### config.mk
export PLATFORM = sky130hd
export DESIGN_NAME = rewind_fifo
export DESIGN_NICKNAME = d
export VERILOG_FILES = /design/src/rtl/rewind_fifo.sv
export SDC_FILE = /design/constraint.sdc
export NUM_CORES = 1
export LEC_CHECK = 0
export CORE_ASPECT_RATIO = 1.25
export CORE_MARGIN = 3
export CORE_UTILIZATION = 35
export CTS_BUF_LIST = sky130_fd_sc_hd__clkbuf_2 sky130_fd_sc_hd__clkbuf_4 sky130_fd_sc_hd__clkbuf_8
export CTS_CLUSTER_SIZE = 16
export DETAILED_ROUTE_END_ITERATION = 6
export DONT_BUFFER_PORTS = 1
export GPL_ROUTABILITY_DRIVEN = 0
export PLACE_DENSITY = 0.59
export SYNTH_ARGS = -nofsm -noshare
export SYNTH_HDL_FRONTEND = slang
export SYNTH_SLANG_ARGS = --single-unit
### constraint.sdc
create_clock -name clk -period 4.95 [get_ports clk]
set_input_delay 0.2475 -clock clk [delete_from_list [all_inputs] [get_ports clk]]
set_output_delay 0.2475 -clock clk [all_outputs]
set_load 0.1 [all_outputs]
### src/rtl/rewind_fifo.sv
`default_nettype none
// ============================================================================
// Module   : rewind_fifo
// Purpose  : Parametrised synchronous FIFO with flush, read-pointer
//            mark/rewind, occupancy counts, almost-full/almost-empty
//            thresholds and sticky overflow/underflow flags. Entries popped
//            after a mark stay write-protected until release, so a rewind
//            always replays intact data.
// Ports    : clk, rst_n (async, active-low)
//            i_flush, i_mark, i_rewind, i_release  - control
//            i_push/i_rear                          - write side
//            i_pop -> o_front/o_vld (1-cycle latency) - read side
//            o_empty, o_full, o_afull, o_aempty     - status
//            o_count, o_used, o_mark_vld            - occupancy / mark
//            o_ovf, o_udf                           - sticky errors
//            o_rptr, o_wptr                         - debug pointers
// Revision : 1.0 - initial release
// ============================================================================
module rewind_fifo #(
  parameter int DATA_W    = 16,
  parameter int DEPTH     = 16,
  parameter int AFULL_TH  = DEPTH - 2,
  parameter int AEMPTY_TH = 2,
  parameter int ADDR_W    = $clog2(DEPTH)
) (
  input  logic              clk,
  input  logic              rst_n,
  input  logic              i_flush,
  input  logic              i_mark,
  input  logic              i_rewind,
  input  logic              i_release,
  input  logic              i_push,
  input  logic [DATA_W-1:0] i_rear,
  input  logic              i_pop,
  output logic [DATA_W-1:0] o_front,
  output logic              o_vld,
  output logic              o_empty,
  output logic              o_full,
  output logic              o_afull,
  output logic              o_aempty,
  output logic [ADDR_W:0]   o_count,
  output logic [ADDR_W:0]   o_used,
  output logic              o_mark_vld,
  output logic              o_ovf,
  output logic              o_udf,
  output logic [ADDR_W:0]   o_rptr,
  output logic [ADDR_W:0]   o_wptr
);

  localparam int              c_PW     = ADDR_W + 1;
  localparam logic [ADDR_W:0] c_DEPTH  = c_PW'(DEPTH);
  localparam logic [ADDR_W:0] c_AFULL  = c_PW'(AFULL_TH);
  localparam logic [ADDR_W:0] c_AEMPTY = c_PW'(AEMPTY_TH);

  logic [DATA_W-1:0] mem_q [DEPTH];

  logic [ADDR_W:0]   wptr_q, wptr_d;
  logic [ADDR_W:0]   rptr_q, rptr_d;
  logic [ADDR_W:0]   mptr_q, mptr_d;
  logic              mark_vld_q, mark_vld_d;
  logic              vld_q, vld_d;
  logic              ovf_q, ovf_d;
  logic              udf_q, udf_d;
  logic [DATA_W-1:0] front_q, front_d;

  logic [ADDR_W:0]   w_count;
  logic [ADDR_W:0]   w_used;
  logic              w_full;
  logic              w_empty;
  logic              w_push_ok;
  logic              w_pop_ok;

  // Pointers carry one extra wrap bit, so the differences are exact
  // occupancies in 0..DEPTH.
  assign w_count = wptr_q - rptr_q;
  assign w_used  = mark_vld_q ? (wptr_q - mptr_q) : w_count;
  assign w_full  = (w_used == c_DEPTH);
  assign w_empty = (w_count == '0);

  // Fullness is judged on used, not count, which is what protects the
  // marked window from being overwritten.
  assign w_push_ok = i_push && !w_full && !i_flush;
  assign w_pop_ok  = i_pop && !w_empty && !i_rewind && !i_flush;

  always_comb begin
    wptr_d     = wptr_q;
    rptr_d     = rptr_q;
    mptr_d     = mptr_q;
    mark_vld_d = mark_vld_q;
    vld_d      = 1'b0;
    ovf_d      = ovf_q;
    udf_d      = udf_q;
    front_d    = front_q;

    if (i_flush) begin
      wptr_d     = '0;
      rptr_d     = '0;
      mptr_d     = '0;
      mark_vld_d = 1'b0;
      ovf_d      = 1'b0;
      udf_d      = 1'b0;
    end else begin
      if (w_push_ok) begin
        wptr_d = wptr_q + 1'b1;
      end
      if (i_push && w_full) begin
        ovf_d = 1'b1;
      end

      // A pop coinciding with a rewind is dropped silently, never an underflow.
      if (i_pop && w_empty && !i_rewind) begin
        udf_d = 1'b1;
      end
      if (w_pop_ok) begin
        rptr_d  = rptr_q + 1'b1;
        vld_d   = 1'b1;
        front_d = mem_q[rptr_q[ADDR_W-1:0]];
      end

      // Control priority: rewind > mark > release. The mark captures the
      // read pointer before any same-cycle pop increment.
      if (i_rewind) begin
        if (mark_vld_q) begin
          rptr_d = mptr_q;
        end
      end else if (i_mark) begin
        mptr_d     = rptr_q;
        mark_vld_d = 1'b1;
      end else if (i_release) begin
        mark_vld_d = 1'b0;
      end
    end
  end

  always_ff @(posedge clk or negedge rst_n) begin
    if (!rst_n) begin
      wptr_q     <= '0;
      rptr_q     <= '0;
      mptr_q     <= '0;
      mark_vld_q <= 1'b0;
      vld_q      <= 1'b0;
      ovf_q      <= 1'b0;
      udf_q      <= 1'b0;
      front_q    <= '0;
    end else begin
      wptr_q     <= wptr_d;
      rptr_q     <= rptr_d;
      mptr_q     <= mptr_d;
      mark_vld_q <= mark_vld_d;
      vld_q      <= vld_d;
      ovf_q      <= ovf_d;
      udf_q      <= udf_d;
      front_q    <= front_d;
    end
  end

  // Storage array is intentionally left unreset.
  always_ff @(posedge clk) begin
    if (w_push_ok) begin
      mem_q[wptr_q[ADDR_W-1:0]] <= i_rear;
    end
  end

  assign o_front    = front_q;
  assign o_vld      = vld_q;
  assign o_empty    = w_empty;
  assign o_full     = w_full;
  assign o_afull    = (w_used >= c_AFULL);
  assign o_aempty   = (w_count <= c_AEMPTY);
  assign o_count    = w_count;
  assign o_used     = w_used;
  assign o_mark_vld = mark_vld_q;
  assign o_ovf      = ovf_q;
  assign o_udf      = udf_q;
  assign o_rptr     = rptr_q;
  assign o_wptr     = wptr_q;

endmodule
`default_nettype wire

Word-level counts from Yosys, hierarchy flattened
Memories as Yosys holds them, arrays and structs flattened. A register that Yosys moved wholly into a read port is not among the register bits. Cells that the tools add are included.

$add $sub $neg: 4. Magnitude comparators: 2. Equal/unequal tests: 2. Multiplexer cells: 22. Bitwise operators: 1. Reductions and logical operators: 22.

Operators with widths (number): $mux 5 (10); $mux 1 (12); $add 5x1->5 const B (2); $sub 5x5->5 (2); $logic_and 1x1->1 (8); $reduce_bool 2->1 (4); $reduce_and 2->1 (3); $eq 5x5->1 const B (1); $ge 5x4->1 const B (1); $le 5x2->1 const B (1); $logic_not 1->1 (5); $logic_not 5->1 (1); $reduce_bool 3->1 (1); $ne 2x2->1 const B (1); $not 1->1 (1).

Register bits after elaboration: 19. Bits in writable memories: 256. Input bits: 24. Output and inout bits: 44. Memories kept: 1.

Memory list: mem_q (depth 16, bits a word 16, rd ports 1, clocked after Yosys merged registers in 1, wr ports 1, RTL line 55) `logic [DATA_W-1:0] mem_q [DEPTH];`.

Longest topological paths before layout
Depth in word-level cells: 10. Mapped depth: 11. Depth with buffers taken out: 10.

Worst setup path after synthesis
Ideal clock, no wire load.

Path kind: register -> register. Start: reg rptr_q[1], in the netlist o_rptr[1]. End: mem mem_q[11][0], enable pin. Library setup time: 0.389 ns. Data arrival time: 5.937 ns. Required time: 4.561 ns. Setup slack: -1.375 ns. Cell stages (with the launch flop): 12. Period minus slack after synthesis: 6.325 ns. Path through: dfrtp_1 buf_1 clkbuf_1 inv_1 ha_1 nand2b_1 a21oi_1 xor2_1 mux2_2 buf_2 o21ai_1 nor2_1.

Longest elaborated chain between the ends: 8.

RTL lines: start, declared (RTL line 58) `logic [ADDR_W:0] rptr_q, rptr_d;`; start signal, assigned (RTL line 147) `rptr_q <= rptr_d;`; $sub 5x5->5 (RTL line 75) `assign w_count = wptr_q - rptr_q;`; named net o_count[3] (RTL line 41) `output logic [ADDR_W:0] o_count,`; $mux 5 (RTL line 76) `assign w_used = mark_vld_q ? (wptr_q - mptr_q) : w_count;`; named net o_used[3] (RTL line 42) `output logic [ADDR_W:0] o_used,`; $eq 5x5->1 (RTL line 77) `assign w_full = (w_used == c_DEPTH);`; $logic_not 1->1 (RTL line 82) `assign w_push_ok = i_push && !w_full && !i_flush;`; $logic_and 1x1->1 (2 in series) (RTL line 82); $mux 1 (RTL line 159) `if (w_push_ok) begin`; $mux 1 (not written as such) (RTL line 160) `mem_q[wptr_q[ADDR_W-1:0]] <= i_rear;`; end, declared (RTL line 55).

The timed path passes the listed nets, and every way through them passes these cells.

Worst setup path in the final report
Start: reg wptr_q[0], in the netlist o_wptr[0]. End: out o_full.

Longest elaborated chain between the ends: 3. Elaborated cells on any way between the ends: 4.

RTL lines: start, declared (RTL line 57) `logic [ADDR_W:0] wptr_q, wptr_d;`; start signal, assigned (RTL line 146) `wptr_q <= wptr_d;`; $sub 5x5->5, on equally long branches (RTL line 75, 76); $mux 5 * (RTL line 76); $eq 5x5->1 * (RTL line 77); end, declared (RTL line 38) `output logic o_full,`.

Every way passes the cells marked *; elsewhere a longest branch is shown, timed or not.

==> out/metrics.csv <==
stage,metric,value,unit
clock_tree,Root Driver,clkbuf_8,
clock_tree,Max Buffers Root-to-Sink,3,
critical_path,"Cell Chain, Critical Path",buf_4 -> inv_1 -> ha_1 -> fa_1 -> nand2b_1 -> a21oi_4 -> mux2i_1 -> nand4_1 -> or2_1 -> inv_1 -> buf_4,
run,Max Cap Viol,0,
layout,Fillers,2846,
sta,unrepaired setup endpoints after global routing,no,
sta,FMAX,240,MHz
power_and_ir_drop,Peak VDD IR,214,uV
global_route,vias in the first global route,6446,
synthesis,Most used DFF post-synth,edfxtp_1,
synthesis,Syn Area/Cell,20.1,um^2
outcome,outcome,"complete, no violations",
critical_path,WP data required,4.70,ns
synthesis,Mapped Area,11900,um^2
floorplanning,row count,74,
clock_tree,# clock sinks,291,
layout,area delta synth->final,15.5,%
critical_path,Worst path max stage delay,0.43,ns
detailed_routing,Remaining DRCs,0,
detailed_routing,total wire length,25900,um
synthesis,Synth Area in Compound Gates,2.26,%
synthesis,post-synthesis simple-gate area fraction,3.60,%
place,Placed Cells,1019,
detailed_routing,Via Count,5874,
floorplanning,Die W,171,um
synthesis,post-synthesis xor/xnor area fraction,0.663,%
global_route,largest net degree at the start of global routing,68,
synthesis,top-area cell type share of the netlist area,64.7,%
critical_path,"Slowest-stage cell, CP",fa_1,
floorplanning,Starting Density,36.0,%
critical_path,startpoint types,flop,
sta,Tmin final,4.17,ns
layout,Antenna diodes,0,
detailed_routing,1st-iter DRT viols,304,
synthesis,Async SR Flop Fraction,12.0,%
synthesis,most frequent cells after synthesis,"edfxtp_1, mux4_2, nor2_1, dfrtp_1, inv_1",
synthesis,mux cell area share after synthesis,17.7,%
critical_path,Worst Setup Path Type,flop to output port,
floorplanning,Die Area,36200,um^2
place,Port Buf Inserts,0,
synthesis,Netlist cell types,47,
place,placed cell areas,12600,um^2
detailed_routing,Final ANT Viol Nets,0,
floorplanning,number of I/O pins,68,
floorplanning,die extent in y,212,um
power_and_ir_drop,leakage power,4.52,nW
clock_tree,TritonCTS buffer count,45,
synthesis,"flops & latches, synth",291,
synthesis,Post-Synth Adder-Cell Area,1.71,%
critical_path,"Data arrival, critical path",3.92,ns
detailed_routing,WL per Instance,23.1,um
synthesis,Post-synth EDFFs,256,
power_and_ir_drop,pwr/cell area,513,nW/um^2
synthesis,Area contributors post-synth,"edfxtp_1, mux4_2, dfrtp_1",
global_route,gr ovfl total,0,
sta,Final Cycle Share,84.3,%
sta,clk_skew,0.0148,ns
sta,final hold vios,0,
synthesis,Ys Warns,0,
sta,final slew viol count,0,
synthesis,post-synth net total,629,
layout,Finished Cell Area,13700,um^2
clock_tree,clk slew on worst S/H paths,0.05,ns
sta,Slew @ Worst Pin,1.14,ns
sta,slew margin rel.,24.2,%
worst_hold_path,HP Class,input pin to flop,
synthesis,cell count after synthesis,590,
sta,final setup vio count,0,
global_route,first-pass GRT wire length,39500,um
synthesis,sequential share of the synthesized area,72.0,%
critical_path,CP Capture Type,output port,
detailed_routing,DRT Pass-1 Iters,5,
detailed_routing,Via-to-Cell Ratio,5.23,
synthesis,"count leader, synth",edfxtp_1,
floorplanning,Core ar.,33100,um^2
clock_tree,Post-CTS Setup Repair Bufs,0,
global_route,Total GRT Usage,14.7,%
clock_tree,"Clk Latency, worst-skew pair",0.56,ns
clock_tree,H-tree depth,2,
clock_tree,CTS tree,done,
layout,final non-filler cell total,1123,
layout,fin nets,709,
critical_path,Crit Path Max Fanout,9,
synthesis,combinational family with the most area after synthesis,multiplexers,
global_route,initial antenna violation count,1,
synthesis,leading area contributor after synthesis,edfxtp_1,
place,HPWL Detailed,15300,um
layout,share of layout cells above drive strength 1,34.6,%
==> logic make-up (layout without fill, tap and decap cells) <==
logic type / Yosys count / count (layout)
buf+inv: 44 / 159
fa+ha+maj: 15 / 15
xor+xnor: 9 / 9
compound gates: 38 / 38
flops: 291 / 291
mux: 104 / 104
simple gates: 89 / 89
==> flip-flops by register name (all words and copies together) (netlist names) <==
register,flops
o_front,16
o_mark_vld,1
mem_q,256
o_ovf,1
o_udf,1
o_wptr,5
o_rptr,5
o_vld,1
mptr_q,5
==> layer usage <==
layer / GRT usage (%) / up-vias / routed length, um
li1: - / 2555 / -
met1: 17.8 / 3070 / 10100
met2: 25.6 / 196 / 13400
met3: 3.38 / 51 / 1560
met4: 5.55 / 2 / 829
met5: 0 / - / 7
==> path summary, 6_finish.rpt <==
kind / slack [ns] / start / end / cells past startpoint
max: 0.78 / o_wptr[0] / o_full / 11
min: 0.04 / i_flush / o_wptr[0] / 3
max reg2reg: 0.87 / o_wptr[0] / mem_q[6][14] / 11
min reg2reg: 0.56 / mptr_q[2] / mptr_q[2] / 2
max in group asynchronous: 4.51 / rst_n / o_rptr[0] / 2
min in group asynchronous: 0.20 / rst_n / o_front[12] / 2
==> cell usage in the layout (no fill, tap or decap), types with 3 or more instances in the layout <==
cell	synthesis	final
nor2_2	0	16
mux4_2	80	80
nor2b_1	4	4
clkbuf_4	0	13
inv_6	0	3
mux2i_1	5	5
mux2_2	9	9
o21ai_0	9	8
nand4_1	4	4
clkinv_2	0	12
clkbuf_8	0	46
a21oi_1	7	7
a311oi_1	3	3
nor3_1	4	4
or3_1	3	3
edfxtp_1	256	256
nand3_1	6	6
xnor2_1	6	4
buf_4	0	37
mux2_4	9	9
nand2_1	12	12
clkinv_1	0	7
inv_1	16	16
nor2_1	42	26
nand2b_1	9	9
ha_1	13	13
dfrtp_1	35	31
dlygate4sd3_1	0	21
==> worst max-delay path, delay by kind of cell (launching register included) <==
| kind | cells | cell delay, ns |
|---|---|---|
| mux | 1 | 0.26 |
| fa+ha+maj | 2 | 0.67 |
| simple gates | 3 | 1.02 |
| compound gates | 1 | 0.21 |
| flops | 1 | 0.32 |
| buf+inv | 4 | 0.87 |
==> cell type report <==
| cell class | instances | area (um^2) | share of cell area (%) |
|---|---|---|---|
| Clock inverter | 23 | 120 | 0.875 |
| Multi-Input combinational cell | 255 | 3180 | 23.1 |
| Tap cell | 418 | 523 | 3.81 |
| Timing Repair Buffer | 60 | 536 | 3.90 |
| Sequential cell | 291 | 8570 | 62.5 |
| Inverter | 17 | 63.8 | 0.465 |
| Clock buffer | 59 | 731 | 5.32 |
==> repair_timing <==
| action | in CTS | in global routing |
|---|---|---|
| resized for setup | 0 | 0 |
| hold buffers | 22 | 0 |
| endpoints found under the hold margin | 312 | 0 |
==> power by group <==
part           total [mW]  internal, mW  switching, mW
registers            3.42          2.80          0.621
logic                1.74         0.572           1.17
clock network        1.88         0.976          0.903
==> metrics by stage <==
| step | worst slack [ns] | utilization, % | hold WS, ns | TNS (ns) | total power, mW |
|---|---|---|---|---|---|
| 2_1_floorplan | -0.203 | - | -0.0481 | -19.23 | 4.83 |
| 3_3_place_gp | 1.14 | 38.2 | -0.0460 | 0 | 5.15 |
| 3_5_place_dp | 0.964 | 38.2 | -0.0470 | 0 | 5.18 |
| 4_1_cts | 0.802 | 41.5 | 0.000423 | 0 | 7.13 |
| 5_1_grt | 0.519 | 41.5 | 0.00242 | 0 | 7.33 |
| 6_report | 0.779 | 41.5 | 0.0362 | 0 | 7.04 |
No activity file was read; power rests on OpenSTA's default activity.
